### src/rtl/cpu_ctrl_fsm.sv
// cpu_ctrl_fsm: control sequencer for the register-file/ALU datapath.
//
// Steps one decoded instruction at a time through register reads, an ALU
// or compare cycle and a writeback. Outputs are Moore (state only).
//
// Ports:
//   clk      rising-edge clock
//   reset    synchronous active-high reset, forces WAIT
//   s        start strobe, sampled only in WAIT
//   opcode   instruction bits [15:13]
//   op       instruction bits [12:11]
//   w        high only in WAIT (idle, ready for s)
//   nsel     one-hot register select: 001=Rm, 010=Rd, 100=Rn
//   loada    load A register
//   loadb    load B register
//   asel     force ALU A input to 0
//   bsel     select sximm5 for ALU B input (always 0 here)
//   loadc    load C result register
//   loads    load status flags
//   vsel     writeback source: 00=C, 10=sximm8
//   write    register-file write enable
//   illegal  one-cycle pulse on an unsupported instruction
//   halted   high in HALT
//
// Parameter ILLEGAL_HALT: 0 returns to WAIT after an illegal instruction,
// 1 parks in HALT until reset.
module cpu_ctrl_fsm #(
    parameter bit ILLEGAL_HALT = 1'b0
) (
    input  logic       clk,
    input  logic       reset,
    input  logic       s,
    input  logic [2:0] opcode,
    input  logic [1:0] op,
    output logic       w,
    output logic [2:0] nsel,
    output logic       loada,
    output logic       loadb,
    output logic       asel,
    output logic       bsel,
    output logic       loadc,
    output logic       loads,
    output logic [1:0] vsel,
    output logic       write,
    output logic       illegal,
    output logic       halted
);

    typedef enum logic [3:0] {
        StWait,
        StDecode,
        StWimm,
        StGeta,
        StGetb,
        StAlu,
        StCmps,
        StWreg,
        StIll,
        StHalt
    } state_e;

    state_e     state_q, state_d;
    // Latched {opcode, op}; decode never looks at the live inputs.
    logic [4:0] ir_q, ir_d;

    logic [2:0] opc_l;
    logic [1:0] op_l;
    assign opc_l = ir_q[4:2];
    assign op_l  = ir_q[1:0];

    always_ff @(posedge clk) begin
        if (reset) begin
            state_q <= StWait;
            ir_q    <= 5'd0;
        end else begin
            state_q <= state_d;
            ir_q    <= ir_d;
        end
    end

    always_comb begin
        state_d = state_q;
        ir_d    = ir_q;
        w       = 1'b0;
        nsel    = 3'b000;
        loada   = 1'b0;
        loadb   = 1'b0;
        asel    = 1'b0;
        bsel    = 1'b0;
        loadc   = 1'b0;
        loads   = 1'b0;
        vsel    = 2'b00;
        write   = 1'b0;
        illegal = 1'b0;
        halted  = 1'b0;

        case (state_q)
            StWait: begin
                w = 1'b1;
                if (s) begin
                    ir_d    = {opcode, op};
                    state_d = StDecode;
                end
            end
            StDecode: begin
                if (opc_l == 3'b110 && op_l == 2'b10) begin
                    state_d = StWimm;
                end else if (opc_l == 3'b110 && op_l == 2'b00) begin
                    state_d = StGetb;
                end else if (opc_l == 3'b101 && op_l == 2'b11) begin
                    // MVN has no Rn operand
                    state_d = StGetb;
                end else if (opc_l == 3'b101) begin
                    state_d = StGeta;
                end else begin
                    state_d = StIll;
                end
            end
            StWimm: begin
                nsel    = 3'b100;
                vsel    = 2'b10;
                write   = 1'b1;
                state_d = StWait;
            end
            StGeta: begin
                nsel    = 3'b100;
                loada   = 1'b1;
                state_d = StGetb;
            end
            StGetb: begin
                nsel  = 3'b001;
                loadb = 1'b1;
                if (opc_l == 3'b101 && op_l == 2'b01) begin
                    state_d = StCmps;
                end else begin
                    state_d = StAlu;
                end
            end
            StAlu: begin
                loadc   = 1'b1;
                // MOV shift passes B through, so A is zeroed
                asel    = (opc_l == 3'b110);
                state_d = StWreg;
            end
            StCmps: begin
                loads   = 1'b1;
                state_d = StWait;
            end
            StWreg: begin
                nsel    = 3'b010;
                write   = 1'b1;
                state_d = StWait;
            end
            StIll: begin
                illegal = 1'b1;
                state_d = ILLEGAL_HALT ? StHalt : StWait;
            end
            StHalt: begin
                halted  = 1'b1;
                state_d = StHalt;
            end
            default: begin
                // Unused encodings fall back to idle on the next edge.
                state_d = StWait;
            end
        endcase
    end

endmodule
### config.mk
export PLATFORM = sky130hd
export DESIGN_NAME = cpu_ctrl_fsm
export DESIGN_NICKNAME = d
export VERILOG_FILES = /design/src/rtl/cpu_ctrl_fsm.sv
export SDC_FILE = /design/constraint.sdc
export NUM_CORES = 1
export LEC_CHECK = 0
export BUFFER_PORTS_ARGS = -buffer_cell sky130_fd_sc_hd__buf_2
export CAP_MARGIN = 40
export CORE_AREA = 10 10 48 50
export DETAILED_ROUTE_END_ITERATION = 10
export DIE_AREA = 0 0 58 60
export PLACE_DENSITY = 0.81
export SLEW_MARGIN = 10
export SYNTH_ARGS = -nofsm -noshare
export SYNTH_HDL_FRONTEND = slang
export SYNTH_SLANG_ARGS = --single-unit
### constraint.sdc
create_clock -name clk -period 1.3 [get_ports clk]
set_input_delay 0.13 -clock clk [delete_from_list [all_inputs] [get_ports clk]]
set_output_delay 0.13 -clock clk [all_outputs]
set_load 0.1 [all_outputs]
==> metrics.yaml, run 1 <==
synth:
  postSynth.asyncResetShare: 0
  synth_top_family_by_area: "simple AND/OR/NAND/NOR gates"
  ys.flop_type: "dfxtp_1"
  synth_area_um2: 612
  seq_area_frac_synth: 0.294
  ys_ff_latch: 9
  synth_adder_area_share: 0
  synthTopCellsByArea: "dfxtp_1 29%, nand2_1 8.6%, a21oi_1 5.7%"
  avgSynthCellArea_um2: 7.65
  yosys_warnings: 0
  yosys.area_share.simple: 0.454
  synth_cells: 80
  synth_edf_count: 0
  synth_top_area_share: 0.294
  synth_most_common_cell: "nand2_1"
  synthXorXnorAreaFrac: 0.0143
  synth_common_cells: "14 x nand2_1, 9 x dfxtp_1, 8 x nor2_1, 7 x a21oi_1, 5 x nand3_1"
  muxShareOfSynthArea: 0
  yosysUniqueCellTypes: 34
  yosys.area.top_type: "dfxtp_1"
  synth_compound_area_frac: 0.149
timing:
  worst-ep-kind: "primary output"
  crit_endpoint: "asel"
status:
  outcome: "stopped before the end"
  error_line: "[ERROR DPL-0038] Utilization greater than 100%, impossible to legalize"
  stop_stage: "global routing"
clock_network:
  cts_root_buf: "clkbuf_4"
  numCtsBuffers: 3
  htree_levels: 1
  clock_path_buffers: 2
  hold_buffers: 0
  cts_sinks: 9
placed_design:
  portBuffers: 20
  gp_congestion: 0.906
  hpwl_um: 1510
  placed_cell_area_um2: 1040
floorplan:
  num_io_pins: 23
  die_w_um: 58
  initial_core_util: 0.426
  die_y_um: 60
  num_rows: 14
global_routing:
  grt_max_degree: 10
==> timing repair <==
action                     in CTS
resized for setup              24
pin swaps                       9
setup endpoints to repair      13
setup buffers                  10
==> cells by family after synthesis <==
kind of cell	after synthesis
AOI/OAI and AO/OA	15
buffers and inverters	7
and+or+nand+nor	47
DFF	9
xor gates and xnor gates	1
other	1
==> stage by stage <==
stage / utilization / worst slack [ps] / instances
detailed placement: 0.723 / 19.4 / 122
floorplan: - / -762 / 81
CTS: 0.852 / -160 / 136
global placement: 0.723 / 61.0 / 122
==> inputs of run 2 (changes only) <==
--- a/config.mk
+++ b/config.mk
@@ -7,10 +7,10 @@
 export LEC_CHECK = 0
 export BUFFER_PORTS_ARGS = -buffer_cell sky130_fd_sc_hd__buf_2
 export CAP_MARGIN = 40
-export CORE_AREA = 10 10 48 50
+export CORE_AREA = 10 10 71 73
 export DETAILED_ROUTE_END_ITERATION = 10
-export DIE_AREA = 0 0 58 60
-export PLACE_DENSITY = 0.81
+export DIE_AREA = 0 0 81 83
+export PLACE_DENSITY_LB_ADDON = 0.15
 export SLEW_MARGIN = 10
 export SYNTH_ARGS = -nofsm -noshare
 export SYNTH_HDL_FRONTEND = slang
==> run 2 against run 1 <==
The flow now finishes, with violations (negative setup slack); synthesized area is the same; synthesized cell count stayed put.
==> metrics.yaml, run 2 <==
timing:
  finalMaxSlewViolations: 0
  fmaxAchievable_mhz: 701
  finalCritPeriodShare: 1.10
  fin_skew_ps: 1.02
  setup_viol: 9
  grt_setup_unrepaired: "true"
  fin_tns_setup_ps: -729
  fin_crit_ps: 1430
  fin_ws_ps: -126
  hold_viol: 0
global_routing:
  antenna_found_initial: 0
  grt.total_usage: 0.0611
  grt_pass1_vias: 732
  grt.overflow.total: 0
  grt_pass1_wl_um: 3350
  grt_max_degree: 8
placed_design:
  portBuffers: 20  # unchanged
  hpwl_um: 1590  # +5.1%
  gp_congestion: 0.783  # -14%
  dp_cells: 156  # +28%
synth:
  synthTopCellsByArea: "dfxtp_1 29%, nand2_1 8.6%, a21oi_1 5.7%"
  yosysUniqueCellTypes: 34  # unchanged
  muxShareOfSynthArea: 0  # unchanged
  synth_cells: 80  # unchanged
  yosys.area_share.simple: 0.454  # unchanged
  postSynth.asyncResetShare: 0  # unchanged
  yosys_warnings: 0  # unchanged
  synth_area_um2: 612  # unchanged
  synth_adder_area_share: 0  # unchanged
  ys_ff_latch: 9  # unchanged
  ys.flop_type: "dfxtp_1"
  synth_top_family_by_area: "simple AND/OR/NAND/NOR gates"
  synth_edf_count: 0  # unchanged
  synth_compound_area_frac: 0.149  # unchanged
  synth_most_common_cell: "nand2_1"
  synthXorXnorAreaFrac: 0.0143  # unchanged
  synth_top_area_share: 0.294  # unchanged
  avgSynthCellArea_um2: 7.65  # unchanged
  yosys.area.top_type: "dfxtp_1"
  synth_common_cells: "14 x nand2_1, 9 x dfxtp_1, 8 x nor2_1, 7 x a21oi_1, 5 x nand3_1"
  seq_area_frac_synth: 0.294  # unchanged
clock_network:
  numCtsBuffers: 3  # unchanged
  cts_sinks: 9  # unchanged
  cts_root_buf: "clkbuf_8"
  path_clk_slew_ps: 50
  hold_buffers: 0  # unchanged
  cts_tree: "done"
  htree_levels: 1  # unchanged
  clock_path_buffers: 2  # unchanged
  clk-insertion-delay-late_ps: 230
floorplan:
  die_w_um: 81  # +40%
  num_io_pins: 23  # unchanged
  initial_core_util: 0.168  # -0.258
  num_rows: 22  # +8
  core_um2: 3630
  dieArea_um2: 6720
  die_y_um: 83  # +38%
worst_setup_path:
  critical-path-slowest-cell: "dfxtp_4"
  critPathMaxFanout: 4
  path_class: "flop to primary output"
  worstPathRequired_ps: 1170
  worstPathArrival_ps: 1300
  cp-end-kind: "primary output"
  path_cells: "nand2b_4 > nor2_4 > and4b_2 > buf_12"
  cp_top_family: "simple AND/OR/NAND/NOR gates"
  startpoint_type: "flop"
  crit_buf_inv: 1
  max_stage_delay_ps: 360
detailed_routing:
  drt_wl_total_um: 2030
  drt_iter0_drc: 23
  drc_errors: 0
  wl_per_cell_um: 12.2
  ant_nets: 0
  drt_pre_antenna_iters: 4
  vias: 701
  vias_per_cell: 4.20
finish:
  final_cell_mix: "14 x buf_12, 12 x buf_4, 11 x nand2_1, 7 x buf_2"
  largest_reg_flops: 5
  drive_above_1_share: 0.622
  multi_input_area_um2: 532
  area_growth_pct: 117
  final_cell_count_no_fill: 167
  top_register: "ir_q"
  diodes: 0
  seq_area_um2: 193
  top_regs: "ir_q: 5 flops, state_q: 4 flops"
  layout_commonest_cell: "buf_12"
  fillers: 391
  layout.nets: 128
power:
  p_leak_nw: 0.481
  ir_drop_uv: 473
  p_per_area_nw_per_um2: 748
run:
  cap_violations: 0
worst_hold_path:
  hp-class: "primary input to flop"
status:
  violations: "negative setup slack"
  outcome: "finished with violations"
[run 2: cell counts after synthesis]
Identical to the previous run, type by type.
[run 2: final cells by class]
class | count | share of cell area
multi-input combinational | 65 | 0.401
timing repair buffer | 40 | 0.368
sequential | 9 | 0.145
tap | 48 | 0.0453
clock buffer | 4 | 0.0340
inverter | 1 | 0.00567
[run 2: where the power goes]
group,internal (mW),switching [mW],leakage (nW),total [mW]
Combinational,0.148,0.202,0.382,0.349
Sequential,0.293,0.0246,0.0763,0.317
Clock,0.214,0.111,0.0228,0.324
[run 2: path summary, 6_finish.rpt]
path	start	end	slack, ps	depth (start not counted)
worst max-delay path	state_q[3]	asel	-130	4
worst min-delay path	op[1]	ir_q[1]	150	3
worst max register to register	state_q[2]	state_q[0]	0	6
worst min register to register	ir_q[3]	ir_q[3]	530	2
[run 2: logic make-up (layout without fill, tap and decap cells)]
logic type | after synthesis | in the layout
DFF | 9 | 9
and+or+nand+nor | 47 | 47
other | 1 | 2
xor gates and xnor gates | 1 | 1
buffers and inverters | 7 | 45
AOI/OAI and AO/OA | 15 | 15
[run 2: metrics by stage]
stage          instance area (um2)  hold WS [ps]   util  setup WS, ps  power [mW]
2_1_floorplan                  706           199      -          -762       0.523
3_3_place_gp                  1090           384  0.301          22.0       0.623
3_5_place_dp                  1090           390  0.301          8.14       0.623
4_1_cts                       1250           142  0.345          -135       0.992
5_1_grt                       1330           166  0.365          -192        1.05
6_report                      1330           153  0.365          -126       0.991
[run 2: layer usage]
metal | up-vias | GRT usage | part of all wire
met5 | - | 0 | 0
met4 | 0 | 0.0344 | 0.017
met3 | 4 | 0.0269 | 0.096
met2 | 22 | 0.0958 | 0.48
met1 | 319 | 0.0659 | 0.40
li1 | 356 | - | -
[run 2: tightest hold or removal path, delay by kind of cell]
family	cells	cell delay, ps
buffers and inverters	1	90
and+or+nand+nor	1	60
AOI/OAI and AO/OA	1	50
[run 2: repair_timing]
| action | CTS | global route |
|---|---|---|
| cloned | 0 | 0 |
| setup endpoints to repair | 14 | 22 |
| pin swaps | 11 | 10 |
| gates resized for setup | 18 | 15 |
| setup buffers | 5 | 2 |
(Power assumes the default switching activity.)
==> inputs of run 3 (changes only) <==
--- a/config.mk
+++ b/config.mk
@@ -5,7 +5,7 @@
 export SDC_FILE = /design/constraint.sdc
 export NUM_CORES = 1
 export LEC_CHECK = 0
-export BUFFER_PORTS_ARGS = -buffer_cell sky130_fd_sc_hd__buf_2
+export BUFFER_PORTS_ARGS = -buffer_cell sky130_fd_sc_hd__clkbuf_2
 export CAP_MARGIN = 40
 export CORE_AREA = 10 10 71 73
 export DETAILED_ROUTE_END_ITERATION = 10
==> run 3 against run 2 <==
Total power increased by 0.55%; global-route usage decreased by 0.066 points; core utilization increased by 0.90 points; via count decreased by 0.43%; routed wire length increased by 4.2%; fmax decreased by 0.59%; the flow still finishes with violations (negative setup slack); sequential share of layout area decreased by 0.072 points; critical endpoint is now w; cell count increased by 1.8%.
==> metrics.yaml, run 3 (synthesized netlist as in run 2, its figures left out) <==
power:
  ir_drop_uv: 474  # +0.16%
  total_power_mw: 0.997  # +0.55%
  p_seq_frac: 0.318  # -0.002
  p_per_area_nw_per_um2: 734  # -1.9%
  p_switching_mw: 0.339  # +0.55%
  p_leak_nw: 0.518  # +7.7%
  pwr-share-comb: 0.359  # +0.007
  pwr-share-clk: 0.323  # -0.004
  p_int_mw: 0.658  # +0.55%
  swShare: 0.340  # about the same
finish:
  fillers: 395  # +1.0%
  seq_area_um2: 196  # +1.9%
  final_cell_count_no_fill: 170  # +1.8%
  drive_above_1_share: 0.648  # +0.0257
  final_cell_mix: "13 x buf_12, 13 x buf_4, 11 x nand2_1, 9 x buf_6"
  multi_input_area_um2: 539  # +1.4%
  diodes: 0  # unchanged
  area_growth_pct: 122
  layout.nets: 131  # +2.3%
  top_regs: "ir_q: 5 flops, state_q: 4 flops"
  utilization: 0.374  # +0.00895
  top_register: "ir_q"
  largest_reg_flops: 5  # unchanged
timing:
  finalMaxSlewViolations: 0  # unchanged
  fin_tns_setup_ps: -631  # +98.3 ps
  fin_ws_ps: -134  # -8.45 ps
  hold_viol: 0  # unchanged
  fin_crit_ps: 1430  # +8.45 ps
  fmaxAchievable_mhz: 697  # -0.59%
  grt_setup_unrepaired: "true"
  finalCritPeriodShare: 1.10  # +0.00650
  setup_viol: 12  # +3
  fin_skew_ps: 4.93  # +3.91 ps
detailed_routing:
  drt_wl_total_um: 2120  # +4.2%
  drt_pre_antenna_iters: 4  # unchanged
  vias: 698  # -0.43%
  drc_errors: 0  # unchanged
  vias_per_cell: 4.11  # -2.2%
  wl_per_cell_um: 12.4  # +2.3%
  drt_iter0_drc: 9  # -61%
  ant_nets: 0  # unchanged
worst_setup_path:
  max_stage_delay_ps: 360  # about the same
  endpoint: "w"
  rrSetupSlack_ps: -20  # -20 ps
  startpoint_type: "flop"
  path_cells: "buf_6 > nor4_4 > buf_4 > buf_12"
  timing.rr.start: "state_q[1]"
  cp-end-kind: "primary output"
  reg2reg_to: "ir_q[2]"
  critPathMaxFanout: 4  # unchanged
  worst-r2r-cell-count: 6  # unchanged
  worstPathRequired_ps: 1170  # about the same
  critical-path-slowest-cell: "dfxtp_4"
  worstPathArrival_ps: 1300  # about the same
  path_class: "flop to primary output"
  cp-startpoint: "state_q[1]"
clock_network:
  path_clk_slew_ps: 50  # about the same
  cts_root_buf: "clkbuf_8"
  numCtsBuffers: 3  # unchanged
  htree_levels: 1  # unchanged
  clk-insertion-delay-late_ps: 230  # about the same
  clock_path_buffers: 2  # unchanged
  cts_tree: "done"
  cts_sinks: 9  # unchanged
global_routing:
  grt_max_degree: 8  # unchanged
  grt.overflow.total: 0  # unchanged
  grt.total_usage: 0.0604  # -0.000664
  grt_pass1_wl_um: 3370  # +0.63%
  grt_pass1_vias: 751  # +2.6%
  antenna_found_initial: 0  # unchanged
worst_hold_path:
  hp-class: "primary input to flop"
floorplan:
  dieArea_um2: 6720  # unchanged
  num_rows: 22  # unchanged
  num_io_pins: 23  # unchanged
  core_um2: 3630  # unchanged
  initial_core_util: 0.168  # unchanged
  die_y_um: 83  # unchanged
  die_w_um: 81  # unchanged
placed_design:
  post-place-ws_ps: 17.4  # +9.31 ps
  gp_congestion: 0.785  # +0.23%
  hpwl_um: 1640  # +3.3%
  dp_cells: 155  # -0.64%
  portBuffers: 20  # unchanged
status:
  violations: "negative setup slack"
  outcome: "finished with violations"
run:
  cap_violations: 0  # unchanged
==> run 3: routing by layer <==
layer	up-vias	global-route usage	routed length, um
li1	360	-	-
met1	312	0.0640	869
met2	24	0.0973	1050
met3	2	0.0313	185
met4	0	0.0250	13
met5	-	0	0
==> run 3: how the worst min path moves through the flow <==
stage | start | endpoint | slack, ps | cells after the start
final | op[1] | ir_q[1] | 130 | 3
after global routing | op[1] | ir_q[1] | 140 | 3
after CTS | op[1] | ir_q[1] | 130 | 3
after detailed placement | op[1] | ir_q[1] | 370 | 3
after global placement | op[1] | ir_q[1] | 380 | 3
after floorplan | reset | ir_q[0] | 200 | 1
==> run 3: worst max-delay path: cells and delay by family (launching register included) <==
kind | cells | cell delay [ps]
buffers and inverters | 3 | 470
flip-flops | 1 | 360
AND/OR/NAND/NOR | 1 | 250
==> run 3: stage by stage <==
| stage | hold WS, ps | area (um2) |
|---|---|---|
| detailed placement | 373 | 1090 |
| CTS | 127 | 1270 |
| finish | 131 | 1360 |
| global route | 143 | 1360 |
| floorplan | 199 | 706 |
| global placement | 375 | 1090 |
==> run 3: layout make-up <==
class                      count  share of cell area
clock buffer                   4              0.0332
multi-input combinational     65               0.397
timing repair buffer          43               0.375
sequential                     9               0.145
tap                           48              0.0442
inverter                       1             0.00553
==> run 3: repair_timing <==
item,4_1_cts,5_1_grt
gates cloned,0,0
hold buffers,0,0
hold endpoints to repair,0,0
setup endpoints to repair,16,22
setup buffers,7,4
pin swaps,10,13
gates resized for setup,25,15
==> run 3: power by group through the flow <==
stage	sequential (mW)	combinational, mW	clock [mW]
after floorplan	0.320	0.203	0
after detailed placement	0.320	0.306	0
after CTS	0.315	0.343	0.336
after global placement	0.319	0.304	0
final	0.316	0.358	0.322
after global routing	0.319	0.381	0.357
==> inputs of run 4 (changes only) <==
--- a/config.mk
+++ b/config.mk
@@ -6,10 +6,10 @@
 export NUM_CORES = 1
 export LEC_CHECK = 0
 export BUFFER_PORTS_ARGS = -buffer_cell sky130_fd_sc_hd__clkbuf_2
-export CAP_MARGIN = 40
 export CORE_AREA = 10 10 71 73
 export DETAILED_ROUTE_END_ITERATION = 10
 export DIE_AREA = 0 0 81 83
+export MAX_ROUTING_LAYER = met4
 export PLACE_DENSITY_LB_ADDON = 0.15
 export SLEW_MARGIN = 10
 export SYNTH_ARGS = -nofsm -noshare
==> run 4 against run 3 <==
The flow still finishes with violations (negative setup slack); total power about the same; sequential power about the same; global-route usage up 0.16 points; via count unchanged; critical path depth unchanged; clock skew about the same; critical path type unchanged.
==> metrics.yaml, run 4 (synthesized netlist as in run 2, its figures left out) <==
status:
  outcome: "finished with violations"
  violations: "negative setup slack"
timing:
  finalCritPeriodShare: 1.10  # about the same
  finalMaxSlewViolations: 0  # unchanged
  fin_skew_ps: 4.93  # +0.0000200 ps
  finalHoldWorstSlack_ps: 131  # +0.0990 ps
  grt_setup_unrepaired: "true"
  setup_viol: 12  # unchanged
  fin_ws_ps: -134  # -0.0400 ps
  fmaxAchievable_mhz: 697  # about the same
  fin_crit_ps: 1430  # +0.0400 ps
  hold_viol: 0  # unchanged
power:
  pwr-share-clk: 0.323  # about the same
  p_seq_frac: 0.318  # about the same
  p_int_mw: 0.658  # about the same
  p_leak_nw: 0.518  # unchanged
  pwr-share-comb: 0.359  # about the same
  ir_drop_uv: 474  # about the same
  swShare: 0.340  # about the same
  p_per_area_nw_per_um2: 734  # about the same
  p_switching_mw: 0.339  # about the same
clock_network:
  numCtsBuffers: 3  # unchanged
  clock_path_buffers: 2  # unchanged
  path_clk_slew_ps: 50  # about the same
  cts_sinks: 9  # unchanged
  cts_tree: "done"
  htree_levels: 1  # unchanged
  cts_root_buf: "clkbuf_8"
  hold_buffers: 0  # unchanged
  clk-insertion-delay-late_ps: 230  # about the same
finish:
  top_regs: "ir_q: 5 flops, state_q: 4 flops"
  multi_input_area_um2: 539  # unchanged
  diodes: 0  # unchanged
  largest_reg_flops: 5  # unchanged
  seq_area_um2: 196  # unchanged
  top_register: "ir_q"
  fillers: 395  # unchanged
  drive_above_1_share: 0.648  # unchanged
  area_growth_pct: 122  # unchanged
  final_cell_mix: "13 x buf_12, 13 x buf_4, 11 x nand2_1, 9 x buf_6"
  layout.nets: 131  # unchanged
detailed_routing:
  ant_nets: 0  # unchanged
  drc_errors: 0  # unchanged
  drt_wl_total_um: 2120  # unchanged
  vias_per_cell: 4.11  # unchanged
  vias: 698  # unchanged
  wl_per_cell_um: 12.4  # unchanged
  drt_pre_antenna_iters: 4  # unchanged
  drt_iter0_drc: 6  # -3
floorplan:
  num_io_pins: 23  # unchanged
  initial_core_util: 0.168  # unchanged
  dieArea_um2: 6720  # unchanged
  die_w_um: 81  # unchanged
  core_um2: 3630  # unchanged
  die_y_um: 83  # unchanged
  num_rows: 22  # unchanged
placed_design:
  post-place-ws_ps: 17.4  # unchanged
  hpwl_um: 1640  # unchanged
  gp_congestion: 0.796  # +1.4%
  portBuffers: 20  # unchanged
global_routing:
  grt.total_usage: 0.0620  # +0.00158
  grt_pass1_vias: 751  # unchanged
  grt.overflow.total: 0  # unchanged
  grt_pass1_wl_um: 3380  # +0.21%
  antenna_found_initial: 0  # unchanged
  grt_max_degree: 8  # unchanged
worst_setup_path:
  startpoint_type: "flop"
  worstPathArrival_ps: 1300  # about the same
  critPathMaxFanout: 4  # unchanged
  path_class: "flop to primary output"
  cp-end-kind: "primary output"
  worstPathRequired_ps: 1170  # about the same
worst_hold_path:
  hp-class: "primary input to flop"
run:
  cap_violations: 0  # unchanged
[run 4: cell counts in the layout (fill, tap and decap cells not counted)]
Identical to the previous run, type by type.
[run 4: critical path: stages (launching register included)]
cell     delay (ps)
dfxtp_4         360
buf_6           120
nor4_4          250
buf_4           180
buf_12          170
[run 4: power groups by stage]
stage / clock (mW) / sequential [mW] / combinational (mW)
floorplan: 0 / 0.320 / 0.203
global placement: 0 / 0.319 / 0.304
detailed placement: 0 / 0.320 / 0.306
CTS: 0.336 / 0.315 / 0.343
global route: 0.357 / 0.319 / 0.381
finish: 0.322 / 0.316 / 0.358
[run 4: metrics by stage]
stage,cell area [um2],util,TNS [ps],cells,total power [mW]
after floorplan,706,-,-7350,81,0.523
after global placement,1090,0.299,0,155,0.623
after detailed placement,1090,0.299,0,155,0.626
after CTS,1270,0.350,-842,166,0.994
after global routing,1360,0.374,-1750,170,1.06
final,1360,0.374,-631,170,0.997
[run 4: routing by layer]
layer / up-vias / track usage / share of wire
met4: 0 / 0.0250 / 0.0061
met2: 24 / 0.0973 / 0.49
met5: - / - / 0
met3: 2 / 0.0280 / 0.081
met1: 312 / 0.0658 / 0.42
li1: 360 / - / -
[run 4: layout make-up]
class,count,share of cell area
repair buffers,43,0.375
inverters,1,0.00553
well taps,48,0.0442
flip-flops and latches,9,0.145
clock buffers,4,0.0332
multi-input cells,65,0.397
[run 4: worst paths after layout]
| path | from | to | slack, ps | depth (start not counted) |
|---|---|---|---|---|
| worst max-delay path | state_q[1] | w | -130 | 4 |
| worst min-delay path | op[1] | ir_q[1] | 130 | 3 |
| worst max register to register | state_q[1] | ir_q[2] | -20 | 6 |
| worst min register to register | ir_q[3] | ir_q[3] | 500 | 2 |
[run 4: repair_timing]
item / 4_1_cts / 5_1_grt
setup endpoints to repair: 16 / 22
resized for setup: 25 / 15
buffers inserted: 7 / 4
pin swaps: 10 / 13
